<file path="config.mk">
export PLATFORM = sky130hd
export DESIGN_NAME = sump_cmd_rx_flat
export DESIGN_NICKNAME = d
export VERILOG_FILES = /design/src/rtl/sump_cmd_pkg.sv /design/src/rtl/sump_cmd_rx_if.sv /design/src/rtl/sump_cmd_rx_timer.sv /design/src/rtl/sump_cmd_rx.sv /design/src/flat_wrapper.sv
export SDC_FILE = /design/constraint.sdc
export NUM_CORES = 1
export LEC_CHECK = 0
export CAP_MARGIN = 10
export CORE_ASPECT_RATIO = 0.5
export CORE_MARGIN = 1
export CORE_UTILIZATION = 40
export DETAILED_ROUTE_END_ITERATION = 8
export DONT_BUFFER_PORTS = 1
export SLEW_MARGIN = 10
export SYNTH_ARGS = -nofsm -noshare
export SYNTH_HDL_FRONTEND = slang
export SYNTH_SLANG_ARGS = --single-unit
</file>
<file path="constraint.sdc">
create_clock -name sys_clk -period 2 [get_ports sys_clk]
set_input_delay 0.4 -clock sys_clk [delete_from_list [all_inputs] [get_ports sys_clk]]
set_output_delay 0.4 -clock sys_clk [all_outputs]
set_load 0.01 [all_outputs]
</file>
<file path="src/rtl/sump_cmd_pkg.sv">
// sump_cmd_pkg: shared types and constants for the SUMP command receiver.
// Holds the FSM state enum, long-command framing and opcode constants.
package sump_cmd_pkg;

  typedef enum logic [1:0] {
    IDLE,
    DATA,
    EXEC
  } state_e;

  localparam int LONG_CMD_BIT    = 7;
  localparam int LONG_DATA_BYTES = 4;

  localparam logic [7:0] CMD_RESET = 8'h00;
  localparam logic [7:0] CMD_RUN   = 8'h01;
  localparam logic [7:0] CMD_ID    = 8'h02;

endpackage

</file>
<file path="src/rtl/sump_cmd_rx_if.sv">
// sump_cmd_rx_if: byte-stream input and command output bundle.
// master drives bytes and consumes commands; slave is the receiver.
interface sump_cmd_rx_if;

  logic [7:0]  rxd_data;
  logic        rxd_valid;
  logic        rxd_ready;
  logic [7:0]  cmd_code;
  logic [31:0] cmd_data;
  logic        cmd_exe;
  logic        cmd_abort;

  modport master (
    output rxd_data,
    output rxd_valid,
    input  rxd_ready,
    input  cmd_code,
    input  cmd_data,
    input  cmd_exe,
    input  cmd_abort
  );

  modport slave (
    input  rxd_data,
    input  rxd_valid,
    output rxd_ready,
    output cmd_code,
    output cmd_data,
    output cmd_exe,
    output cmd_abort
  );

endinterface

</file>
<file path="src/rtl/sump_cmd_rx_timer.sv">
// sump_cmd_rx_timer: inter-byte timeout counter.
// tc_o pulses when enabled at TIMEOUT_CLKS-1; the count then restarts.
module sump_cmd_rx_timer #(
  parameter int TIMEOUT_CLKS = 100000,
  parameter int TW           = $clog2(TIMEOUT_CLKS)
) (
  input  logic clk,
  input  logic rst,
  input  logic clr_i,
  input  logic en_i,
  output logic tc_o
);

  localparam logic [TW-1:0] LIMIT = TW'(TIMEOUT_CLKS - 1);

  logic [TW-1:0] cnt_q;
  logic [TW-1:0] cnt_d;

  assign tc_o = en_i && (cnt_q == LIMIT);

  always_comb begin
    cnt_d = cnt_q;
    if (clr_i || tc_o) begin
      cnt_d = '0;
    end else if (en_i) begin
      cnt_d = cnt_q + 1'b1;
    end
  end

  always_ff @(posedge clk) begin
    if (rst) begin
      cnt_q <= '0;
    end else begin
      cnt_q <= cnt_d;
    end
  end

endmodule

</file>
<file path="src/rtl/sump_cmd_rx.sv">
// sump_cmd_rx: assembles SUMP host bytes into cmd_code/cmd_data/cmd_exe.
// Define SUMP_CMD_RX_ERRCNT_EN to add the saturating err_count port.
module sump_cmd_rx
  import sump_cmd_pkg::*;
#(
  parameter int TIMEOUT_CLKS = 100000
) (
  input  logic        sys_clk,
  input  logic        sys_rst,
`ifdef SUMP_CMD_RX_ERRCNT_EN
  output logic [15:0] err_count,
`endif
  sump_cmd_rx_if.slave bus
);

  localparam int TW = $clog2(TIMEOUT_CLKS);
  localparam int IW = $clog2(LONG_DATA_BYTES);
  localparam logic [IW-1:0] LAST_IDX = IW'(LONG_DATA_BYTES - 1);

  state_e        state_q;
  logic [IW-1:0] idx_q;
  logic [7:0]    code_sh_q;
  logic [31:0]   data_sh_q;
  logic [31:0]   data_sh_d;
  logic [7:0]    code_q;
  logic [31:0]   data_q;
  logic          exe_q;
  logic          abort_q;
  logic          acc;
  logic          tmr_clr;
  logic          tmr_en;
  logic          tmr_tc;

  assign bus.rxd_ready = (state_q != EXEC);
  assign acc           = bus.rxd_valid && bus.rxd_ready;
  assign tmr_en        = (state_q == DATA) && !acc;
  assign tmr_clr       = (state_q != DATA) || acc;

  assign bus.cmd_code  = code_q;
  assign bus.cmd_data  = data_q;
  assign bus.cmd_exe   = exe_q;
  assign bus.cmd_abort = abort_q;

  always_comb begin
    data_sh_d = data_sh_q;
    data_sh_d[{idx_q, 3'b000} +: 8] = bus.rxd_data;
  end

  sump_cmd_rx_timer #(
    .TIMEOUT_CLKS (TIMEOUT_CLKS),
    .TW           (TW)
  ) u_timer (
    .clk   (sys_clk),
    .rst   (sys_rst),
    .clr_i (tmr_clr),
    .en_i  (tmr_en),
    .tc_o  (tmr_tc)
  );

  // Outputs load on entry to EXEC so cmd_exe and the data share a cycle.
  always_ff @(posedge sys_clk) begin
    if (sys_rst) begin
      state_q   <= IDLE;
      idx_q     <= '0;
      code_sh_q <= '0;
      data_sh_q <= '0;
      code_q    <= '0;
      data_q    <= '0;
      exe_q     <= 1'b0;
      abort_q   <= 1'b0;
    end else begin
      exe_q   <= 1'b0;
      abort_q <= 1'b0;
      unique case (state_q)
        IDLE: begin
          if (acc) begin
            code_sh_q <= bus.rxd_data;
            if (bus.rxd_data[LONG_CMD_BIT]) begin
              idx_q   <= '0;
              state_q <= DATA;
            end else begin
              data_sh_q <= '0;
              code_q    <= bus.rxd_data;
              data_q    <= '0;
              exe_q     <= 1'b1;
              state_q   <= EXEC;
            end
          end
        end
        DATA: begin
          if (acc) begin
            data_sh_q <= data_sh_d;
            idx_q     <= idx_q + 1'b1;
            if (idx_q == LAST_IDX) begin
              code_q  <= code_sh_q;
              data_q  <= data_sh_d;
              exe_q   <= 1'b1;
              state_q <= EXEC;
            end
          end else if (tmr_tc) begin
            idx_q     <= '0;
            code_sh_q <= '0;
            data_sh_q <= '0;
            abort_q   <= 1'b1;
            state_q   <= IDLE;
          end
        end
        EXEC: begin
          state_q <= IDLE;
        end
        default: begin
          state_q <= IDLE;
        end
      endcase
    end
  end

`ifdef SUMP_CMD_RX_ERRCNT_EN
  logic [15:0] err_q;

  always_ff @(posedge sys_clk) begin
    if (sys_rst) begin
      err_q <= '0;
    end else if (exe_q && (code_q == CMD_RESET)) begin
      err_q <= '0;
    end else if (abort_q && (err_q != 16'hFFFF)) begin
      err_q <= err_q + 16'd1;
    end
  end

  assign err_count = err_q;
`endif

endmodule

</file>
<file path="src/flat_wrapper.sv">
// flat-port wrapper written by rule: the top's interface ports become plain ports
module sump_cmd_rx_flat import sump_cmd_pkg::*;
#(
  parameter int TIMEOUT_CLKS = 100000
)
  (sys_clk, sys_rst, bus_rxd_data, bus_rxd_valid, bus_rxd_ready, bus_cmd_code, bus_cmd_data, bus_cmd_exe, bus_cmd_abort);
  sump_cmd_rx_if bus_i ();
  input  logic sys_clk;
  input  logic sys_rst;
  input wire logic [$bits(bus_i.rxd_data)-1:0] bus_rxd_data;
  input wire logic [$bits(bus_i.rxd_valid)-1:0] bus_rxd_valid;
  output wire logic [$bits(bus_i.rxd_ready)-1:0] bus_rxd_ready;
  output wire logic [$bits(bus_i.cmd_code)-1:0] bus_cmd_code;
  output wire logic [$bits(bus_i.cmd_data)-1:0] bus_cmd_data;
  output wire logic [$bits(bus_i.cmd_exe)-1:0] bus_cmd_exe;
  output wire logic [$bits(bus_i.cmd_abort)-1:0] bus_cmd_abort;
  assign bus_i.rxd_data = bus_rxd_data;
  assign bus_i.rxd_valid = bus_rxd_valid;
  assign bus_rxd_ready = bus_i.rxd_ready;
  assign bus_cmd_code = bus_i.cmd_code;
  assign bus_cmd_data = bus_i.cmd_data;
  assign bus_cmd_exe = bus_i.cmd_exe;
  assign bus_cmd_abort = bus_i.cmd_abort;
  sump_cmd_rx #(.TIMEOUT_CLKS(TIMEOUT_CLKS)) u_core (.sys_clk(sys_clk), .sys_rst(sys_rst), .bus(bus_i));
endmodule
</file>
==> flow_metrics.py <==
metrics = {
    "placed_design": {
        "place_area_sq_um": 4803,
        "dp_slack_ps": 250.7,
        "place.gp.congestion": 0.7687,
        "hpwlAfterDp_mm": 7.013,
        "portBuffers": 0,
    },
    "job": {
        "maxCapViolCount": 0,
    },
    "synthesis": {
        "synth_area_sq_um": 4637,
        "synth.avg_cell_area_sq_um": 9.274,
        "synthDistinctLibCells": 54,
        "yosys_warnings": 0,
        "ys_seq_elements": 103,
        "yosysSeqAreaShare_pct": 44.47,
        "yosysTopAreaCellShare_pct": 44.47,
        "async_flop_share_pct": 0,
        "synth_flop_cell": "dfxtp_1",
        "synth_top_cell_by_area": "dfxtp_1",
        "synth_edf_count": 0,
        "synth_fp_nets": 518,
        "synthTopCellsByArea": "dfxtp_1 (44%), a22oi_1 (6.6%), a22o_1 (6.0%)",
        "syn_inst": 500,
    },
    "layout": {
        "final_nets": 511,
        "fin_area_sq_um": 5100,
        "final_common_cell": "dfxtp_1",
        "layout-drive-gt1-share_pct": 11.45,
        "synthToLayoutAreaGrowth_pct": 9.984,
        "multi_input_area_sq_um": 2316,
        "final_cell_mix": "dfxtp_1 (103), nor2_1 (59), nand2_1 (47), a22oi_1 (41), o21ai_0 (35)",
        "seq_area_sq_um": 2062,
        "diodes": 0,
        "final.fill_count": 1070,
    },
    "worst_setup_path": {
        "critPathLaunchType": "flop",
        "crit_slowest_cell": "or4_4",
        "worstPathArrival_ps": 1970,
        "crit_path_max_fanout": 4,
        "critPathRequiredTime_ps": 2220,
        "worstSetupEndpointType": "flop",
        "slowest_delay_ps": 480,
        "critical_path_class": "reg -> reg",
        "path_cells": "ha_1 -> nand3_2 -> or4_4 -> o31ai_1 -> o21ai_0",
    },
    "grt": {
        "grt_overflow": 0,
        "antenna_found_initial": 0,
        "grtUsageMet3_pct": 6.516,
        "track_usage_pct": 19.42,
        "grt_max_degree": 50,
        "grt_pass1_wl_mm": 18.37,
        "top_usage_layer": "met2",
        "grt_util_met2_pct": 29.14,
        "met1_usage_pct": 26.46,
        "grt_pass1_vias": 3436,
    },
    "sta": {
        "max_slew.worst_pin.slew_ps": 568.6,
        "setup_viol": 0,
        "rsz0062_at_grt": "false",
        "layout_min_cycle_time_ps": 1752,
        "clock.fmax_mhz": 570.7,
        "finalHoldViolCount": 0,
        "fin_crit_sh_pct": 87.62,
        "fin_worst_skew_ps": 7.130,
        "drv_slew": 0,
        "final.setup.tns_ps": 0,
        "fin_ws_ps": 247.7,
        "slew_headroom_pct": 61.89,
    },
    "detailed_routing": {
        "wire_per_inst_microns": 17.48,
        "wirelength_mm": 11.24,
        "drt_iter0_markers": 352,
        "first_pass_iters": 5,
        "drt.antenna.violating_nets": 0,
        "vias": 3705,
        "drc": 0,
        "via_per_inst": 5.762,
    },
    "power": {
        "p_per_area_nw_per_um2": 799.2,
        "irDropWorstVdd_uv": 366.3,
        "power_mw": 4.076,
        "power_leakage_nw": 1.763,
    },
    "floorplan": {
        "core_area_sq_um": 11150,
        "num_io_pins": 54,
        "die_h_microns": 78.14,
        "dieArea_sq_um": 12050,
        "die_w_microns": 154.3,
        "rows": 27,
        "start_util_pct": 41.59,
    },
    "clock_tree": {
        "clockBufferDepth": 2,
        "cts_tree": "yes",
        "ctsResizeCount": 0,
        "clkTransAtPathRegs_ps": 70,
        "root_buffer": "clkbuf_16",
        "cts_made_buffers": 9,
        "post_cts_buffers": 0,
        "clock_latency_ps": 340,
        "cts_hold_buf": 0,
        "cts_num_sinks": 103,
        "cts_max_level": 3,
    },
    "hold_path": {
        "min_path_type": "in -> reg",
    },
    "status": {
        "outcome": "finished, final reports clean",
    },
}
## cell families after synthesis
logic type	synth area share [%]
AO/OA/AOI/OAI	26.77
AND/OR/NAND/NOR	17.16
flip-flops	44.47
buffers and inverters	5.720
XOR/XNOR	2.267
multiplexers	1.727
adder cells (fa/ha/maj)	1.889
## critical path, delay by kind of cell (launching register included)
family / cells / cell delay, ps
compound gates: 2 / 470
flops: 1 / 370
fa+ha+maj: 1 / 210
simple gates: 2 / 570
## flip-flops by register name (all words and copies together), names as in the netlist
name                  cells
u_core.state_q            2
u_core.data_sh_q         32
u_core.bus.cmd_exe        1
u_core.code_sh_q          8
u_core.bus.cmd_code       8
u_core.idx_q              2
u_core.u_timer.cnt_q     17
u_core.bus.cmd_data      32
u_core.bus.cmd_abort      1
## through the flow
stage / hold slack (ps) / std cells / util [%]
3_5_place_dp: 448.3 / 627 / 43.09
5_1_grt: 111.8 / 643 / 45.75
6_report: 125.8 / 643 / 45.75
2_1_floorplan: 429.9 / 500 / -
3_3_place_gp: 444.2 / 627 / 43.09
4_1_cts: 120.1 / 643 / 45.75
## cell usage after synthesis (3+ instances only)
cell type	n
buf_1	3
a211oi_1	7
nand2_1	47
a32oi_1	32
nor4bb_1	3
ha_1	7
a22oi_1	41
nor3_1	4
clkbuf_1	12
inv_1	13
o21ai_0	35
a22o_1	32
dfxtp_1	103
xnor2_1	11
nand4_1	3
buf_2	17
a21oi_1	4
nor2_1	60
nand2b_1	3
nand3_1	5
buf_6	6
mux2i_1	8
o21ai_1	8
## power by group
group	switching, mW	total [mW]	internal (mW)	leakage [nW]
logic	0.151	0.240	0.0883	0.785
registers	0.0281	2.11	2.08	0.833
clock network	0.745	1.72	0.980	0.145
## final timing paths
check	start	end	slack (ps)	cells after the start
max	u_core.u_timer.cnt_q[0]$_SDFFE_PP0P_	u_core.idx_q[1]$_SDFFE_PP0P_	250	5
min	sys_rst	u_core.bus.cmd_code[1]$_SDFFE_PP0P_	130	1
max reg2reg	u_core.u_timer.cnt_q[0]$_SDFFE_PP0P_	u_core.idx_q[1]$_SDFFE_PP0P_	250	5
min reg2reg	u_core.u_timer.cnt_q[0]$_SDFFE_PP0P_	u_core.u_timer.cnt_q[0]$_SDFFE_PP0P_	460	1
## layer usage
layer	routed length, microns	part of all wire [%]	vias up
li1	-	-	1844
met2	4934	44	101
met4	104	0.93	0
met3	887	7.9	9
met1	5311	47	1751
met5	0	0	-
## layout make-up
cell class                      count  share of cell area [%]
Multi-Input combinational cell    345                   45.41
Sequential cell                   103                   40.43
Clock buffer                       14                   5.569
Timing Repair Buffer               21                   3.827
Tap cell                          145                   3.557
Inverter                           13                  0.9568
Clock inverter                      2                  0.2453
No activity file was read; power rests on OpenSTA's default activity.
